### src/rtl/decode_general_register_pipe_pkg.sv
// Shared types and the single-channel decode rule for decode_general_register_pipe.
package decode_gpr_pkg;

  typedef enum logic [1:0] {
    SZ_BYTE  = 2'b00,
    SZ_WORD  = 2'b01,
    SZ_DWORD = 2'b10
  } size_e;

  typedef struct packed {
    logic [7:0] onehot;
    logic [2:0] phys;
    logic       byte_high;
    size_e      size;
  } gpr_dec_t;

  localparam int unsigned GPR_DEC_W = $bits(gpr_dec_t);

  localparam logic [2:0] REG_EAX = 3'd0;
  localparam logic [2:0] REG_ECX = 3'd1;
  localparam logic [2:0] REG_EDX = 3'd2;
  localparam logic [2:0] REG_EBX = 3'd3;
  localparam logic [2:0] REG_ESP = 3'd4;
  localparam logic [2:0] REG_EBP = 3'd5;
  localparam logic [2:0] REG_ESI = 3'd6;
  localparam logic [2:0] REG_EDI = 3'd7;

  // The one-hot follows the encoding; byte codes 4..7 alias the high byte of regs 0..3.
  function automatic gpr_dec_t decode_one(input logic [2:0] reg_f,
                                          input logic       w_present,
                                          input logic       w,
                                          input logic       eff32);
    gpr_dec_t d;
    logic     is_byte;
    is_byte  = w_present & ~w;
    d.onehot = 8'b1000_0000 >> reg_f;
    if (is_byte) begin
      d.size      = SZ_BYTE;
      d.phys      = {1'b0, reg_f[1:0]};
      d.byte_high = reg_f[2];
    end else begin
      d.size      = eff32 ? SZ_DWORD : SZ_WORD;
      d.phys      = reg_f;
      d.byte_high = 1'b0;
    end
    return d;
  endfunction

endpackage

### src/rtl/decode_general_register_pipe_skid_buffer.sv
// Generic 2-entry valid/ready buffer: a registered head stage plus one skid entry.
module gpr_skid_buffer #(
  parameter int unsigned WIDTH = 8
) (
  input  logic             clk,
  input  logic             rst_n,
  input  logic             in_valid_i,
  output logic             in_ready_o,
  input  logic [WIDTH-1:0] in_data_i,
  output logic             out_valid_o,
  input  logic             out_ready_i,
  output logic [WIDTH-1:0] out_data_o
);

  logic [WIDTH-1:0] head_q, head_d, tail_q, tail_d;
  logic             head_valid_q, head_valid_d;
  logic             tail_valid_q, tail_valid_d;
  logic             ready_q, ready_d;
  logic             accept_s, drain_s;

  // Ready is a flop; gating with rst_n keeps it low while reset is held.
  assign in_ready_o  = ready_q & rst_n;
  assign accept_s    = in_valid_i & in_ready_o;
  assign drain_s     = head_valid_q & out_ready_i;
  assign out_valid_o = head_valid_q;
  assign out_data_o  = head_q;

  // Next-state for head/skid entries; the tail only fills while the head is stalled.
  always_comb begin
    head_d       = head_q;
    tail_d       = tail_q;
    head_valid_d = head_valid_q;
    tail_valid_d = tail_valid_q;
    if (!head_valid_q) begin
      if (accept_s) begin
        head_d       = in_data_i;
        head_valid_d = 1'b1;
      end else begin
        head_valid_d = 1'b0;
      end
    end else if (drain_s) begin
      if (tail_valid_q) begin
        head_d       = tail_q;
        tail_valid_d = 1'b0;
      end else if (accept_s) begin
        head_d = in_data_i;
      end else begin
        head_valid_d = 1'b0;
      end
    end else begin
      if (accept_s) begin
        tail_d       = in_data_i;
        tail_valid_d = 1'b1;
      end else begin
        tail_valid_d = tail_valid_q;
      end
    end
    ready_d = ~(head_valid_d & tail_valid_d);
  end

  // State registers.
  always_ff @(posedge clk or negedge rst_n) begin
    if (!rst_n) begin
      head_q       <= {WIDTH{1'b0}};
      tail_q       <= {WIDTH{1'b0}};
      head_valid_q <= 1'b0;
      tail_valid_q <= 1'b0;
      ready_q      <= 1'b1;
    end else begin
      head_q       <= head_d;
      tail_q       <= tail_d;
      head_valid_q <= head_valid_d;
      tail_valid_q <= tail_valid_d;
      ready_q      <= ready_d;
    end
  end

endmodule

### src/rtl/decode_general_register_pipe.sv
// Pipelined multi-channel GPR decoder behind a 2-entry skid buffer.
// Optional statistics counters are built when DECODE_GPR_STATS_EN is defined.
module decode_general_register_pipe #(
  parameter int unsigned NUM_CH   = 2,
  parameter int unsigned ONEHOT_W = 8
) (
  input  logic                  clk,
  input  logic                  rst_n,
`ifdef DECODE_GPR_STATS_EN
  input  logic                  stat_clear_i,
  output logic [31:0]           stat_accepted_o,
  output logic [31:0]           stat_byte_o,
  output logic [15:0]           stat_stall_o,
`endif
  input  logic                  in_valid_i,
  output logic                  in_ready_o,
  input  logic                  in_default_32_i,
  input  logic                  in_opsize_prefix_i,
  input  logic [NUM_CH-1:0]     in_w_present_i,
  input  logic [NUM_CH-1:0]     in_w_i,
  input  logic [3*NUM_CH-1:0]   in_reg_i,
  output logic                  out_valid_o,
  input  logic                  out_ready_i,
  output logic [8*NUM_CH-1:0]   out_onehot_o,
  output logic [3*NUM_CH-1:0]   out_phys_o,
  output logic [NUM_CH-1:0]     out_byte_high_o,
  output logic [2*NUM_CH-1:0]   out_size_o
);

  import decode_gpr_pkg::*;

  if (ONEHOT_W != 8) begin : g_bad_onehot_w
    $error("decode_general_register_pipe: ONEHOT_W must be 8");
  end
  if ((NUM_CH < 1) || (NUM_CH > 4)) begin : g_bad_num_ch
    $error("decode_general_register_pipe: NUM_CH must be 1..4");
  end

  logic                    eff32_s;
  gpr_dec_t [NUM_CH-1:0]   dec_s;
  gpr_dec_t [NUM_CH-1:0]   head_s;

  assign eff32_s = in_default_32_i ^ in_opsize_prefix_i;

  // Decode every channel of the incoming request.
  always_comb begin
    for (int c = 0; c < NUM_CH; c++) begin
      dec_s[c] = decode_one(in_reg_i[3*c +: 3], in_w_present_i[c], in_w_i[c], eff32_s);
    end
  end

  gpr_skid_buffer #(
    .WIDTH (NUM_CH * GPR_DEC_W)
  ) u_skid (
    .clk         (clk),
    .rst_n       (rst_n),
    .in_valid_i  (in_valid_i),
    .in_ready_o  (in_ready_o),
    .in_data_i   (dec_s),
    .out_valid_o (out_valid_o),
    .out_ready_i (out_ready_i),
    .out_data_o  (head_s)
  );

  // Flatten the registered head entry onto the per-channel output buses.
  always_comb begin
    out_onehot_o    = {(8*NUM_CH){1'b0}};
    out_phys_o      = {(3*NUM_CH){1'b0}};
    out_byte_high_o = {NUM_CH{1'b0}};
    out_size_o      = {(2*NUM_CH){1'b0}};
    for (int c = 0; c < NUM_CH; c++) begin
      out_onehot_o[8*c +: 8] = head_s[c].onehot;
      out_phys_o[3*c +: 3]   = head_s[c].phys;
      out_byte_high_o[c]     = head_s[c].byte_high;
      out_size_o[2*c +: 2]   = head_s[c].size;
    end
  end

`ifdef DECODE_GPR_STATS_EN
  logic [31:0] acc_q, acc_d;
  logic [31:0] byte_q, byte_d;
  logic [15:0] stall_q, stall_d;
  logic [2:0]  byte_cnt_s;
  logic        accept_s, stall_s;

  assign accept_s        = in_valid_i & in_ready_o;
  assign stall_s         = out_valid_o & ~out_ready_i;
  assign stat_accepted_o = acc_q;
  assign stat_byte_o     = byte_q;
  assign stat_stall_o    = stall_q;

  // Number of byte-sized channels in the current request.
  always_comb begin
    byte_cnt_s = 3'd0;
    for (int c = 0; c < NUM_CH; c++) begin
      if (dec_s[c].size == SZ_BYTE) begin
        byte_cnt_s = byte_cnt_s + 3'd1;
      end else begin
        byte_cnt_s = byte_cnt_s;
      end
    end
  end

  // Counter next-state; clear wins over any increment in the same cycle.
  always_comb begin
    acc_d   = acc_q;
    byte_d  = byte_q;
    stall_d = stall_q;
    if (stat_clear_i) begin
      acc_d   = 32'd0;
      byte_d  = 32'd0;
      stall_d = 16'd0;
    end else begin
      if (accept_s) begin
        acc_d  = acc_q + 32'd1;
        byte_d = byte_q + {29'd0, byte_cnt_s};
      end else begin
        acc_d  = acc_q;
        byte_d = byte_q;
      end
      if (stall_s) begin
        stall_d = stall_q + 16'd1;
      end else begin
        stall_d = stall_q;
      end
    end
  end

  // Counter registers.
  always_ff @(posedge clk or negedge rst_n) begin
    if (!rst_n) begin
      acc_q   <= 32'd0;
      byte_q  <= 32'd0;
      stall_q <= 16'd0;
    end else begin
      acc_q   <= acc_d;
      byte_q  <= byte_d;
      stall_q <= stall_d;
    end
  end
`else
  // Statistics counters are not built in this configuration.
`endif

endmodule

### config.mk
export PLATFORM = sky130hd
export DESIGN_NAME = decode_general_register_pipe
export DESIGN_NICKNAME = d
export VERILOG_FILES = /design/src/rtl/decode_general_register_pipe_pkg.sv /design/src/rtl/decode_general_register_pipe_skid_buffer.sv /design/src/rtl/decode_general_register_pipe.sv
export SDC_FILE = /design/constraint.sdc
export NUM_CORES = 1
export LEC_CHECK = 0
export ABC_AREA = 1
export CAP_MARGIN = 20
export CORE_MARGIN = 2
export CORE_UTILIZATION = 45
export CTS_BUF_LIST = sky130_fd_sc_hd__clkbuf_16
export CTS_CLUSTER_DIAMETER = 50
export CTS_CLUSTER_SIZE = 40
export DETAILED_ROUTE_END_ITERATION = 16
export PLACE_DENSITY = 0.72
export SLEW_MARGIN = 5
export SYNTH_ARGS = -nofsm -noshare
export SYNTH_HDL_FRONTEND = slang
export SYNTH_SLANG_ARGS = --single-unit
### constraint.sdc
create_clock -name clk -period 1.37 [get_ports clk]
set_input_delay 0.3425 -clock clk [delete_from_list [all_inputs] [get_ports clk]]
set_output_delay 0.3425 -clock clk [all_outputs]
set_load 0.01 [all_outputs]
Word-level counts from Yosys, hierarchy flattened
Cells that the tools add are included.

$add $sub $neg: 0. $mul: 0. Divide/modulo/power cells: 0. $lt $le $gt $ge: 0. Equal/unequal tests: 1. Shift-type cells: 2. Multiplexer cells: 14. Bitwise gates (word level): 11. Reduce and logical (&&, ||, !) cells: 1.

Operator list (count): 28-bit 2-to-1 mux (4); 8-bit by 3-bit right shift with 8-bit output (first input constant) (2); 6-bit 2-to-1 mux (2); 1-bit 2-to-1 mux (7); 1-bit bitwise AND (6); 1-bit NOT (4); 3-bit AND reduction (1); 2-bit 2-to-1 mux (1); 2-bit != test (second input constant) (1); 1-bit bitwise XOR (1).

Register bits after elaboration: 59. Latch bits: 0. Bits in writable memories: 0. Bits in read-only memories: 0. Input bits: 16. Memories kept: 0.

Longest topological paths before layout
Depth in word-level cells: 8. Depth in mapped cells: 8. Depth with buffers taken out: 8.

Cells and area by module
A second synthesis with hierarchy kept.

Cell total of the unflattened synthesis: 444. Area total of the unflattened synthesis: 3104.2 µm².

By module, submodules not included: gpr_skid_buffer (times used 1, cells an instance 402, area each 2914.0 µm², seq. area each 1477.7 µm²); decode_general_register_pipe (times used 1, cells an instance 42, area each 190.2 µm², seq. area each 0.0 µm²).

Worst setup path before layout
No wires, ideal clock.

Path kind: register to register. From: register u_skid.ready_q. To: register u_skid.tail_q[10]. Arrival time: 1179 ps. Data required time: 1237 ps. Path slack: 58 ps. Stages on the path, launching flop included: 7. Period minus slack after synthesis: 1312 ps. Cell sequence: dfstp_2 > nand3_2 > inv_2 > nand3_2 > clkbuf_1 > nand2_1 > o21ai_0.

Word-level cells in the longest chain between the ends: 3.

Ends and longest elaborated chain: from (decl) (line decode_general_register_pipe_skid_buffer.sv:18) `logic ready_q, ready_d;`; from (signal assigned) (line decode_general_register_pipe_skid_buffer.sv:74) `ready_q <= ready_d;`; 1-bit bitwise AND (line decode_general_register_pipe_skid_buffer.sv:22) `assign in_ready_o = ready_q & rst_n;`; 1-bit bitwise AND (line decode_general_register_pipe_skid_buffer.sv:23) `assign accept_s = in_valid_i & in_ready_o;`; 3-bit AND reduction (no source line); to (signal assigned) (line decode_general_register_pipe_skid_buffer.sv:65) `tail_q <= {WIDTH{1'b0}};`; to (signal assigned) (line decode_general_register_pipe_skid_buffer.sv:71) `tail_q <= tail_d;`; to (decl) (line decode_general_register_pipe_skid_buffer.sv:15) `logic [WIDTH-1:0] head_q, head_d, tail_q, tail_d;`.

Every way passes these cells. A chain may end at the register's enable or synchronous reset.

Final worst setup path
From: register u_skid.ready_q. To: register u_skid.head_q[27], in the netlist u_skid.out_data_o[27].

Word-level cells in the longest chain between the ends: 6.

Ends and longest elaborated chain: 1-bit bitwise AND * (line decode_general_register_pipe_skid_buffer.sv:22); 1-bit bitwise AND * (line decode_general_register_pipe_skid_buffer.sv:23); 28-bit 2-to-1 mux *; 28-bit 2-to-1 mux (2 in a row); 28-bit 2-to-1 mux *; to (signal assigned) (line decode_general_register_pipe_skid_buffer.sv:64) `head_q <= {WIDTH{1'b0}};`; to (decl) (line decode_general_register_pipe_skid_buffer.sv:15).

Mark *: on every way between the ends. The rest lies on a longest branch, timed or not. The select of a mux whose other input is x is not followed.

==> run metrics <==
status=finished with violations; failing checks=negative setup slack; min-delay worst type=in2async; Inst Count DP=533; most common cell in the netlist=nand2_1; Routed Antenna Nets=0; setup ws final=-0.08297 ns; RSZ-0062 raised after global routing=true; DRC errors left=0; power per standard cell area=2008 nW/µm²; Area after DPL=3551 µm²; leakage power=2.331 nW; Area growth syn-to-layout=52.02%; crit path kind=reg2reg; crit-path max FO=7; post-route insts no fill=559; CTS Root Cell=clkbuf_16; Slew HR=58.42%; TritonCTS buffer count=9; clock latency on the worst-skew pair=0.33 ns; Tmin final=1.453 ns; Synth Area per Inst=7.113 µm²; top cells by area, synth=dfrtp_1, nand2_1, nor2_1, o21ai_0, inv_1; CTS clk-pin slew, worst paths=0.05 ns; gpl congestion=0.8486; Max Freq=688.2 MHz; Final setup viols=57; R2R setup slack=-0.08 ns; post-synthesis sequential area ratio=51.93%; n_diodes=0; FF+latch area=1478 µm²; Core Region=6026 µm²; grt total ovfl=0; Synth area leader=dfrtp_1; # rows=28; Reg2Reg Depth=10; Final Cycle Share=106.1%; post-synth top area share=51.01%; Syn Std Cell Area=2845 µm²; worst slack, placed=-0.3146 ns; cell count after synthesis=400; Slew @ Worst Pin=0.6237 ns; Fin Setup TNS=-1.898 ns; I/O pin cnt=46; Hold Vio Cnt, Final=0; VDD IR max=1.105 mV; # clock sinks=59; crit end category=register; Setup crit start kind=register; WP data arrival=1.68 ns; vias per cell=5.063; antenna violations before repair=0; Max Slew Vio Count=0; initial DRC count=189; most frequent cells after synthesis=nand2_1, nor2_1, dfrtp_1, o21ai_0, inv_1; routed vias=2830; largest net degree at the start of global routing=49; Worst Setup SP=u_skid.ready_q; CP required=1.60 ns; WHS=0.08767 ns; first-pass GRT wire length=12800 µm; Worst setup endpoint=u_skid.out_data_o[27]; skew final=0.006042 ns; starting density of the core=47.22%; Post-synth EDFFs=0; Worst R2R Start=u_skid.ready_q; Util after Layout=71.78%; ys async rst share=100.0%; area of the multi-input gates=1494 µm²; final wirelength=8256 µm; max-cap viol count=0; Final #Nets=495; layout cells sized above 1=27.89%; IO buf count=45; ys flop type=dfrtp_1; DIE AREA=6975 µm²; post-synth cell types=15; post-route cell area=4325 µm²; Mapped Nets=416; vias in the first global route=2710; Die Span X=83.52 µm; DP HPWL=4828 µm; CTS tree=yes; R2R Path End=u_skid.out_data_o[27]; FILL cells=463; Routed WL per cell=14.77 µm; TritonRoute pass-1 iters=4; DIE HEIGHT=83.52 µm; Overall Power=8.685 mW; synthesized flop and latch total=59; CTS H-tree depth=3; Ys Warns=0; all-layer global routing usage=23.26%; Max Buffers Root-to-Sink=2
[power breakdown]
group	internal, mW	switching (mW)	leakage, nW	total [mW]
clock	1.18	0.769	0.132	1.95
sequential	2.49	0.494	0.751	2.98
combinational	1.72	2.04	1.45	3.75
[worst max-delay path, cell delays in order, from the launching register on]
cell,delay [ns]
dfstp_2,0.53
buf_6,0.10
nand3_4,0.09
inv_4,0.10
buf_6,0.13
buf_8,0.14
nand2_1,0.06
nand2_1,0.05
nand2_1,0.04
nand2_1,0.06
inv_1,0.05
[routing by layer]
layer  routed length (µm)  vias to the layer above  global-route usage, %
met5                    0                        -                      0
met4                  145                        0                  10.41
met3                  469                       15                  3.858
met2                 4187                       93                  38.93
met1                 3452                     1333                  29.72
li1                     -                     1389                      -
[worst min-delay path by stage]
stage	start	to	slack [ns]	cells past startpoint
2_1_floorplan	rst_n	u_skid.out_data_o[0]	0.05	0
3_3_place_gp	rst_n	u_skid.tail_valid_q	0.33	2
3_5_place_dp	rst_n	u_skid.out_valid_o	0.33	2
4_1_cts	rst_n	u_skid.out_data_o[25]	0.1	3
5_1_grt	rst_n	u_skid.tail_q[25]	0.11	3
6_report	rst_n	u_skid.tail_q[25]	0.09	3
[placed cells by master (no fill, tap or decap), types with 5 or more instances in the layout]
cell type and count:
nand2_2 42, dfrtp_1 58, nand2_1 133, o21ai_1 17
a21oi_2 5, clkdlybuf4s50_1 14, buf_12 5, nor2_1 62
buf_6 7, clkbuf_16 10, dlygate4sd2_1 24, buf_4 20
o21ai_2 15, nand2_4 8, inv_1 28, clkdlybuf4s15_1 5
[logic make-up (layout without fill, tap and decap cells)]
family          count (synthesis)  in the layout  share of synthesized area (%)
compound gates                 40             40                          7.036
simple gates                  254            254                          34.13
buf+inv                        47            131                          6.904
flops                          59             59                          51.94
[registers in the layout, indices dropped and copies added (netlist names)]
| register | count |
|---|---|
| u_skid.out_data_o | 28 |
| u_skid.out_valid_o | 1 |
| u_skid.ready_q | 1 |
| u_skid.tail_q | 28 |
| u_skid.tail_valid_q | 1 |
[what timing repair did]
item,4_1_cts,5_1_grt
pin swaps,4,6
gates resized for setup,101,86
buffers inserted,4,1
hold buffers,1,0
cloned,3,1
endpoints found under the setup margin,87,61
hold endpoints to repair,5,0
[cell type report]
| class | count | share of cell area (%) |
|---|---|---|
| Timing Repair Buffer | 85 | 20.57 |
| Sequential cell | 59 | 34.16 |
| Clock inverter | 7 | 0.6364 |
| Inverter | 30 | 2.719 |
| Clock buffer | 9 | 5.207 |
| Multi-Input combinational cell | 294 | 34.54 |
| Tap cell | 75 | 2.170 |
(Power assumes the default switching activity.)
